[config.mk]
export PLATFORM = sky130hd
export DESIGN_NAME = branch_comp_seq
export DESIGN_NICKNAME = d
export VERILOG_FILES = /design/src/rtl/branch_comp_seq.sv
export SDC_FILE = /design/constraint.sdc
export NUM_CORES = 1
export LEC_CHECK = 0
export ABC_CLOCK_PERIOD_IN_PS = 1700
export CORE_ASPECT_RATIO = 1.1
export CORE_MARGIN = 2
export CORE_UTILIZATION = 35
export DETAILED_ROUTE_END_ITERATION = 12
export PLACE_DENSITY = 0.69
export SETUP_SLACK_MARGIN = 0.3
export SLEW_MARGIN = 10
export SYNTH_ARGS = -nofsm -noshare
export SYNTH_HDL_FRONTEND = slang
export SYNTH_SLANG_ARGS = --single-unit
[constraint.sdc]
create_clock -name clk -period 1.7 [get_ports clk]
set_clock_uncertainty 0.05 [all_clocks]
set_input_delay 0.255 -clock clk [delete_from_list [all_inputs] [get_ports clk]]
set_output_delay 0.255 -clock clk [all_outputs]
set_load 0.1 [all_outputs]
[src/rtl/branch_comp_seq.sv]
// Multi-cycle RV32I branch comparator: CHUNK bits per cycle, MS chunk first, valid/ready on both sides.
// Optional macro BRCOMP_EARLY_EXIT_EN: stop scanning at the first differing chunk (otherwise fixed NCHUNK cycles).
module branch_comp_seq #(
  parameter int XLEN  = 32,
  parameter int CHUNK = 8
) (
  input  logic            clk,
  input  logic            rst,
  input  logic            in_valid,
  output logic            in_ready,
  input  logic [XLEN-1:0] rs1_out,
  input  logic [XLEN-1:0] rs2_out,
  input  logic [2:0]      funct3,
  output logic            out_valid,
  input  logic            out_ready,
  output logic            br_eq,
  output logic            br_lt,
  output logic            br_taken
);

  localparam int NCHUNK = XLEN / CHUNK;
  localparam int IDXW   = (NCHUNK > 1) ? $clog2(NCHUNK) : 1;

  generate
    if ((XLEN % CHUNK) != 0) begin : g_bad_chunk
      $error("branch_comp_seq: XLEN must be a multiple of CHUNK");
    end
  endgenerate

  typedef enum logic [1:0] {
    IDLE = 2'd0,
    CMP  = 2'd1,
    DONE = 2'd2
  } state_t;

  state_t            state_r, state_nx_s;
  logic [XLEN-1:0]   a_r, b_r;
  logic [2:0]        f3_r;
  logic [IDXW-1:0]   idx_r;
  logic [XLEN-1:0]   sign_mask_s;
  logic [CHUNK-1:0]  a_top_s, b_top_s;
  logic              diff_s, chunk_lt_s, last_s, accept_s, finish_s;
  logic              res_eq_s, res_lt_s;
`ifndef BRCOMP_EARLY_EXIT_EN
  logic              dec_r, dec_lt_r;
`endif

  function automatic logic taken_f(input logic [2:0] f3, input logic eq, input logic lt);
    logic t;
    case (f3)
      3'b000:         t = eq;
      3'b001:         t = ~eq;
      3'b100, 3'b110: t = lt;
      3'b101, 3'b111: t = ~lt;
      default:        t = 1'b0;
    endcase
    return t;
  endfunction

  assign in_ready  = (state_r == IDLE) && !rst;
  assign out_valid = (state_r == DONE);
  assign accept_s  = in_valid && in_ready;

  // Flipping the sign bit of both operands maps signed order onto unsigned order.
  assign sign_mask_s = {~funct3[1], {(XLEN-1){1'b0}}};

  // Chunk comparison and the result that would be committed on leaving CMP.
  always_comb begin
    a_top_s    = a_r[XLEN-1 -: CHUNK];
    b_top_s    = b_r[XLEN-1 -: CHUNK];
    diff_s     = (a_top_s != b_top_s);
    chunk_lt_s = (a_top_s < b_top_s);
    last_s     = (idx_r == {IDXW{1'b0}});
`ifdef BRCOMP_EARLY_EXIT_EN
    finish_s   = diff_s || last_s;
    res_eq_s   = ~diff_s;
    res_lt_s   = chunk_lt_s;
`else
    // The most significant differing chunk wins; later chunks cannot overwrite it.
    finish_s   = last_s;
    res_eq_s   = ~dec_r && ~diff_s;
    res_lt_s   = dec_r ? dec_lt_r : chunk_lt_s;
`endif
  end

  // Next-state logic.
  always_comb begin
    state_nx_s = state_r;
    case (state_r)
      IDLE: begin
        if (accept_s) state_nx_s = CMP;
        else          state_nx_s = IDLE;
      end
      CMP: begin
        if (finish_s) state_nx_s = DONE;
        else          state_nx_s = CMP;
      end
      DONE: begin
        if (out_ready) state_nx_s = IDLE;
        else           state_nx_s = DONE;
      end
      default: state_nx_s = IDLE;
    endcase
  end

  // State register, operand shifter and registered results.
  always_ff @(posedge clk) begin
    if (rst) begin
      state_r  <= IDLE;
      a_r      <= {XLEN{1'b0}};
      b_r      <= {XLEN{1'b0}};
      f3_r     <= 3'b000;
      idx_r    <= {IDXW{1'b0}};
      br_eq    <= 1'b0;
      br_lt    <= 1'b0;
      br_taken <= 1'b0;
`ifndef BRCOMP_EARLY_EXIT_EN
      dec_r    <= 1'b0;
      dec_lt_r <= 1'b0;
`endif
    end else begin
      state_r <= state_nx_s;
      if (accept_s) begin
        a_r      <= rs1_out ^ sign_mask_s;
        b_r      <= rs2_out ^ sign_mask_s;
        f3_r     <= funct3;
        idx_r    <= IDXW'(NCHUNK - 1);
`ifndef BRCOMP_EARLY_EXIT_EN
        dec_r    <= 1'b0;
        dec_lt_r <= 1'b0;
`endif
      end else if (state_r == CMP) begin
        a_r   <= a_r << CHUNK;
        b_r   <= b_r << CHUNK;
        idx_r <= last_s ? idx_r : (idx_r - IDXW'(1));
`ifndef BRCOMP_EARLY_EXIT_EN
        if (!dec_r && diff_s) begin
          dec_r    <= 1'b1;
          dec_lt_r <= chunk_lt_s;
        end
`endif
        if (finish_s) begin
          br_eq    <= res_eq_s;
          br_lt    <= res_lt_s;
          br_taken <= taken_f(f3_r, res_eq_s, res_lt_s);
        end
      end
    end
  end

endmodule

---- Word level (Yosys, flattened, before mapping) ----
Index checks and enable logic that the tools add are counted.
word-level totals
  bits in registers ....................... 76
  bits of input ports ..................... 71
  output and inout port bits .............. 5
  word-level logic and storage cells ...... 58
cells by class
  add/sub/neg operators ................... 1
  order comparisons ....................... 1
  eq/ne operators ......................... 9
  muxes and demuxes ....................... 13
  bitwise operators ....................... 8
  reduce and logical (&&, ||, !) cells .... 16
operators by type and width
  kind                                                                      number
  32-bit 2-to-1 mux                                                         4
  32-bit bitwise XOR                                                        2
  3-bit == test (second input constant)                                     4
  2-bit 2-to-1 mux                                                          5
  8-bit < comparator                                                        1
  8-bit inequality test                                                     1
  1-bit NOT                                                                 6
  2-bit one-hot mux with 3 select lines                                     1
  2-bit OR reduction                                                        3
  1-bit logical AND                                                         4
  2-bit logical NOT                                                         2
  1-bit one-hot mux with 4 select lines                                     1
  2-bit AND reduction                                                       2
  3-bit by 1-bit == test with 1-bit output (second input constant)          1
  3-bit logical NOT                                                         1
  3-bit AND reduction                                                       1
  2-bit by 1-bit == test with 1-bit output (second input constant)          1
  2-bit == test (second input constant)                                     1
  1-bit logical NOT                                                         2
  1-bit 2-to-1 mux                                                          2
  2-bit by 1-bit inequality test with 1-bit output (second input constant)  1
  2-bit nonzero test                                                        1
  2-bit by 1-bit subtractor with 2-bit output (second input constant)       1

---- Longest topological paths before layout ----
Gate-level depths: netlist (run 1).
  depth in word-level cells ............... 5
  depth in mapped cells ................... 7
  depth with buffers taken out ............ 7

---- Worst setup path after synthesis (run 1) ----
No wires, ideal clock.
  kind .................................... flip-flop to flip-flop
  start ................................... register state_r[1]
  end ..................................... register a_r[12]
  setup time .............................. 88 ps
  arrival ................................. 2585 ps
  path slack .............................. -1024 ps
  cell stages (with the launch flop) ...... 6
  clock period less this slack ............ 2724 ps
  path through ............................ dfxtp_1 nor3_2 nand2_1 buf_6 buf_4 a311oi_2
on the way
  cells in the longest elaborated chain, start to end .. 4
  elaborated cells on any way between the ends .. 6
  those cells by class .................... eq/ne (1); mux (1); reduce/logical (4)
ends and longest elaborated chain
  element                                                  line  text
  start: declaration                                       36    state_t state_r, state_nx_s;
  start signal: assignment                                 122   state_r <= state_nx_s;
  2-bit logical NOT *                                      60    assign in_ready = (state_r == IDLE) && !rst;
  1-bit logical AND *                                      60
  named net in_ready                                       10    output logic in_ready,
  1-bit logical AND *                                      62    assign accept_s = in_valid && in_ready;
  32-bit 2-to-1 mux or 2-bit nonzero test (tied branches)  -
  end signal: assignment                                   110   a_r <= {XLEN{1'b0}};
  end signal: assignment                                   124   a_r <= rs1_out ^ sign_mask_s;
  end signal: assignment                                   133   a_r <= a_r << CHUNK;
  end: declaration                                         37    logic [XLEN-1:0] a_r, b_r;
Mark *: on every way through the listed nets, which the timed path passes. The rest lies on a longest branch.
A chain may end at the register's enable or synchronous reset.

---- Worst setup path after layout (run 1) ----
  start ................................... register b_r[27]
  end ..................................... register br_taken
on the way
  cells in the longest elaborated chain, start to end .. 5
  elaborated cells on any way between the ends .. 8
  those cells by class .................... order compare (1); eq/ne (1); mux (2); bitwise (3); reduce/logical (1)
ends and longest elaborated chain
  element                                                     line  text
  start: declaration                                          37
  start signal: assignment                                    111   b_r <= {XLEN{1'b0}};
  start signal: assignment                                    125   b_r <= rs2_out ^ sign_mask_s;
  start signal: assignment                                    134   b_r <= b_r << CHUNK;
  branches (longest 4 deep; another with 8-bit < comparator)  -
  1-bit one-hot mux with 4 select lines *                     50    case (f3)
  end signal: assignment                                      145   br_taken <= taken_f(f3_r, res_eq_s, res_lt_s);
  end: declaration                                            18    output logic br_taken
Mark *: on every way between the ends.

==> results.cfg, run 1 <==
[drt]
drt_iter0_drc = 278
dr_total_vias = 3740
drc_errors = 0
routed_wl_mm = 12.7
first_pass_iters = 4
viasPerCell = 5.52
antenna_left = 0
post_drt_wl_per_cell_um = 18.7

[synth]
syn_inst = 436
avgSynthCellArea_um2 = 8.20
netlist-cell-type-count = 37
yosysTopAreaCell = dfxtp_1
ys.flop_type = dfxtp_1
synth.yosys.seq_area_share_pct = 42.5
async_flop_share_pct = 0
yosys_register_bits = 76
syn-cell-area_um2 = 3580
synth_fp_nets = 516
yosys_warnings = 0
synth_edf_count = 0
ys_top_cells_by_area = dfxtp_1 (43%), nand2_1 (13%), a311oi_2 (9.2%)
synth_top_cell_area_share_pct = 42.5

[setup_path]
r2r_slack_ns = -0.24
slowest_stage = dfxtp_2
crit_type = reg2reg
required_ns = 1.89
start_kind = flop
cp-end-kind = flop
rr_endpoint = br_taken
cp_data_arrival_time_ns = 2.14
critical_path.cell_chain = inv_2 > ha_4 > buf_6 > nand4_1 > nor3_4 > xnor2_1 > nor3_2 > o31a_1
r2r_cells = 8
max_stage_delay_ns = 0.34
crit_fanout = 2
r2r-start = b_r[27]

[sta]
setup_viol = 3
timing.slew.headroom_pct = 63.3
worst_pin_slew_ns = 0.550
hold_violations = 0
drv_slew = 0
timing.final.crit_share_pct = 114
fin_ws_ns = -0.244
grt_setup_unrepaired = yes
max_freq_mhz = 515
fin_crit_ns = 1.94

[clock_tree]
path_clk_slew_ns = 0.08
clock_latency_ns = 0.36
cts-root-buf = clkbuf_8
cts_tree = yes
cts_buffers = 9
cts.path.max_buffers = 2
cts_sinks = 76
h-tree-depth = 3

[floorplan]
start_util_pct = 36.2
fp.dieH_um = 110
dieArea_um2 = 11000
die_x_um = 100
io_pins = 76
row_count = 38
core_um2 = 9890

[placed_design]
pre_cts_slack_ns = -0.209
hpwl_mm = 6.44
dpl_cell_area_um2 = 4590
place_congestion = 0.849
portBuffers = 75

[min_path]
hold_path.class = in2reg
min_from = rst
hold_depth = 3
hold_path_end = f3_r[1]

[final_layout]
final_common_cell = nand2_1
n_fill_cell = 679
final_cell_mix = nand2_1 (112), clkdlybuf4s50_1 (69), dfxtp_1 (66)
drive_above_1_share_pct = 46.9
syn_to_final_growth_pct = 81.8
design_area_um2 = 6500
nets = 634
n_antenna_cell = 0
post-route-util_pct = 65.7

[grt]
grt_max_degree = 77
grt_pass1_wl_mm = 18.7
track_usage_pct = 21.8
grt_antenna_before_repair = 0
grt_pass1_vias = 3715
overflow = 0

[pwr]
ir_drop_v = 0.000455
p_leak_nw = 2.23
power.density_nw_per_um2 = 802

[outcome]
outcome = finished, violations left
violations = negative setup slack

[flow_run]
drv_cap = 0
[cells by family after synthesis]
group / count (synthesis) / synth area share, %
multiplexers: 1 / 0.280
AO/OA/AOI/OAI: 90 / 22.6
XOR/XNOR: 4 / 0.980
adder cells (fa/ha/maj): 9 / 3.15
buffers and inverters: 48 / 6.54
flip-flops: 76 / 42.5
AND/OR/NAND/NOR: 208 / 23.9
[where the power goes]
part	internal (mW)	switching (mW)	leakage [nW]	total, mW
logic	0.989	0.929	1.53	1.92
registers	1.94	0.120	0.627	2.06
clock network	0.554	0.684	0.0783	1.24
total	3.48	1.73	2.23	5.21
[synth_stat cells, drive strengths merged (2+ instances only)]
library cell,instances
nand4,2
xnor2,4
buf,15
nand3,18
ha,9
inv,13
nand2,124
dfxtp,76
nor3,4
nor2b,2
nand2b,3
clkbuf,20
nor2,51
a21oi,29
a211oi,2
o21ai,5
a311oi,48
[what timing repair did]
item	CTS	global route
gates resized for setup	138	118
endpoints found under the setup margin	68	75
endpoints found under the hold margin	0	0
cloned	15	1
buffers inserted	21	10
pin swaps	52	44
hold buffers	0	0
[stage by stage]
stage               hold slack [ns]  std cells  total power, mW  setup TNS [ns]
floorplan                     0.341        436             2.73          -22.25
CTS                           0.383        666             4.84          -0.257
finish                        0.397        677             5.21          -0.582
global placement              0.406        616             3.11          -0.183
global route                  0.431        677             5.40          -0.983
detailed placement            0.413        616             3.14          -0.463
[worst max path at each step]
stage / startpoint / slack [ns] / to
6_report: b_r[27] / -0.24 / br_taken
5_1_grt: b_r[27] / -0.30 / br_taken
4_1_cts: b_r[25] / -0.1 / dec_lt_r
3_5_place_dp: b_r[25] / -0.21 / dec_lt_r
3_3_place_gp: b_r[25] / -0.11 / dec_lt_r
2_1_floorplan: rst / -0.36 / b_r[27]
[sequential cells by signal (all words and copies together), names as in the netlist]
name / flops
br_eq: 1
state_r: 2
br_taken: 1
dec_lt_r: 1
b_r: 32
idx_r: 2
f3_r: 3
a_r: 32
dec_r: 1
br_lt: 1
[area by class of cell]
| type | instances | area, um2 | share of cell area, % |
|---|---|---|---|
| clock buffer | 12 | 145 | 2.23 |
| sequential | 76 | 1530 | 23.6 |
| timing repair buffer | 142 | 1900 | 29.3 |
| multi-input combinational | 312 | 2710 | 41.6 |
| clock inverter | 2 | 12.5 | 0.192 |
| inverter | 13 | 48.8 | 0.751 |
| tap | 120 | 150 | 2.31 |
[worst max-delay path, delay by kind of cell (launching register included)]
kind	cells	cell delay [ns]
AOI/OAI and AO/OA	1	0.30
xor gates and xnor gates	1	0.17
adders and majority gates	1	0.27
buffers and inverters	2	0.13
DFF	1	0.34
and+or+nand+nor	3	0.55
[routing by layer]
metal  global-route usage, %  vias up  share of wire (%)
li1                        -     1764                  -
met1                    26.8     1838                 41
met2                    37.3      104                 51
met3                    4.60       34                4.6
met4                    8.71        0                3.2
met5                       0        -                  0
No activity file was read; power rests on OpenSTA's default activity.
==> run 2: changes to the inputs <==
--- a/config.mk
+++ b/config.mk
@@ -9,6 +9,7 @@
 export CORE_ASPECT_RATIO = 1.1
 export CORE_MARGIN = 2
 export CORE_UTILIZATION = 35
+export CTS_CLUSTER_DIAMETER = 100
 export DETAILED_ROUTE_END_ITERATION = 12
 export PLACE_DENSITY = 0.69
 export SETUP_SLACK_MARGIN = 0.3
==> results of run 2 <==
Same layout as run 1: the final DEF is identical, and so are final timing and power.
==> run 3: changes to the inputs <==
--- a/config.mk
+++ b/config.mk
@@ -13,6 +13,7 @@
 export DETAILED_ROUTE_END_ITERATION = 12
 export PLACE_DENSITY = 0.69
 export SETUP_SLACK_MARGIN = 0.3
+export SKIP_LAST_GASP = 1
 export SLEW_MARGIN = 10
 export SYNTH_ARGS = -nofsm -noshare
 export SYNTH_HDL_FRONTEND = slang
==> results.cfg, run 3 (same netlist as run 1, synthesis figures left out) <==
[outcome]
outcome = finished, violations left
violations = negative setup slack

[setup_path]
r2r-start = b_r[29]
critical_path.cell_chain = inv_1 > ha_4 > nand4_1 > buf_4 > a21oi_4 > buf_6 > o41ai_4 > o31a_1
required_ns = 1.90
start_kind = flop
crit_type = reg2reg
crit_fanout = 4
max_stage_delay_ns = 0.34
cp-end-kind = flop
cp_data_arrival_time_ns = 2.09
crit_start = b_r[29]
crit_end = br_taken
slowest_stage = dfxtp_2
r2r_slack_ns = -0.18
r2r_cells = 8
rr_endpoint = br_taken

[final_layout]
layout.area.seq_um2 = 1540
final_common_cell = nand2_1
largest_registers = a_r x32, b_r x32, f3_r x3
multiInputGateArea_um2 = 2660
drive_above_1_share_pct = 46.7
final_cell_mix = nand2_1 (112), clkdlybuf4s50_1 (69), dfxtp_1 (63)
nets = 632
n_antenna_cell = 0
n_fill_cell = 685
syn_to_final_growth_pct = 80.7

[pwr]
internal_power_mw = 3.46
pwr-share-comb_pct = 36.4
power_mw = 5.16
p_leak_nw = 2.22
p_sw_mw = 1.70
ir_drop_v = 0.000490
switching_share_pct = 33.0
power.density_nw_per_um2 = 799
clkPwrFrac_pct = 23.8
seqPwrFrac_pct = 39.8

[clock_tree]
cts_sinks = 76
path_clk_slew_ns = 0.08
clock_latency_ns = 0.36
cts_tree = yes
cts-root-buf = clkbuf_8
cts.path.max_buffers = 2
h-tree-depth = 3
cts_buffers = 9

[placed_design]
place_congestion = 0.849
portBuffers = 75
hpwl_mm = 6.44

[grt]
overflow = 0
use_met1_pct = 26.4
grt_pass1_wl_mm = 18.3
track_usage_pct = 21.4
grt_antenna_before_repair = 0
grt_pass1_vias = 3684
top_usage_layer = met2
grt_max_degree = 77
use_met3_pct = 3.59
grt_use_met2_pct = 36.9

[drt]
viasPerCell = 5.50
routed_wl_mm = 12.7
drc_errors = 0
antenna_left = 0
drt_iter0_drc = 213
first_pass_iters = 4
dr_total_vias = 3713
post_drt_wl_per_cell_um = 18.7

[flow_run]
drv_cap = 0

[sta]
grt_setup_unrepaired = yes
hold_violations = 0
fin_hold_ws_ns = 0.400
drv_slew = 0
tns_ns = -0.481
fin_crit_ns = 1.88
worst_pin_slew_ns = 0.521
max_freq_mhz = 531
setup_viol = 4
fin_ws_ns = -0.185
timing.slew.headroom_pct = 65.2
timing.final.crit_share_pct = 111

[floorplan]
fp.dieH_um = 110
row_count = 38
io_pins = 76
start_util_pct = 36.2
core_um2 = 9890
dieArea_um2 = 11000
die_x_um = 100

[min_path]
hold_path.class = in2reg
run 3: cell count changes in the layout (fill, tap and decap cells not counted), sizes merged:
| cell | delta |
|---|---|
| buf | -2 |
run 3: worst min-delay path by stage:
stage               cells past startpoint       end  slack (ns)       start
floorplan                               2   f3_r[1]        0.34   funct3[1]
finish                                  3  idx_r[1]        0.40         rst
detailed placement                      2    b_r[0]        0.41      b_r[0]
CTS                                     3  idx_r[1]        0.38         rst
global placement                        2   a_r[23]        0.41     a_r[23]
global route                            3    b_r[3]        0.43  rs2_out[3]
run 3: metrics by stage:
| stage | worst slack, ns | util, % | std cells | instance area (um2) |
|---|---|---|---|---|
| 2_1_floorplan | -0.364 | - | 436 | 3640 |
| 3_3_place_gp | -0.111 | 46.4 | 616 | 4590 |
| 3_5_place_dp | -0.209 | 46.4 | 616 | 4590 |
| 4_1_cts | -0.0996 | 58.8 | 666 | 5810 |
| 5_1_grt | -0.210 | 65.3 | 675 | 6460 |
| 6_report | -0.185 | 65.3 | 675 | 6460 |
run 3: repair_timing:
item                                    in CTS  in global routing
hold endpoints to repair                     0                  0
hold buffers                                 0                  0
pin swaps                                   35                 45
resized for setup                          119                132
gates cloned                                15                  1
setup buffers                               21                  8
endpoints found under the setup margin      68                 76
run 3: metal layers:
metal	part of all wire (%)	wire length, um	vias to the layer above
met1	41	5230	1826
met4	3.1	394	0
met2	51	6440	106
met3	4.6	580	30
met5	0	0	-
li1	-	-	1751
run 3: cell type report:
| type | instances | area share, % |
|---|---|---|
| clock buffer | 12 | 2.25 |
| tap | 120 | 2.32 |
| inverter | 13 | 0.755 |
| timing repair buffer | 140 | 29.4 |
| multi-input combinational | 312 | 41.2 |
| sequential | 76 | 23.8 |
| clock inverter | 2 | 0.194 |
run 3: power by group through the flow:
stage          logic [mW]  clock network (mW)  registers [mW]
2_1_floorplan       0.657                   0            2.07
3_3_place_gp         1.05                   0            2.06
3_5_place_dp         1.08                   0            2.06
4_1_cts              1.59                1.19            2.04
5_1_grt              1.97                1.29            2.07
6_report             1.88                1.23            2.05
run 3: worst max-delay path: cells and delay by family (launching register included):
family          cells  cell delay (ns)
fa+ha+maj           1             0.29
simple gates        1             0.23
compound gates      3             0.43
buf+inv             3             0.45
flops               1             0.34
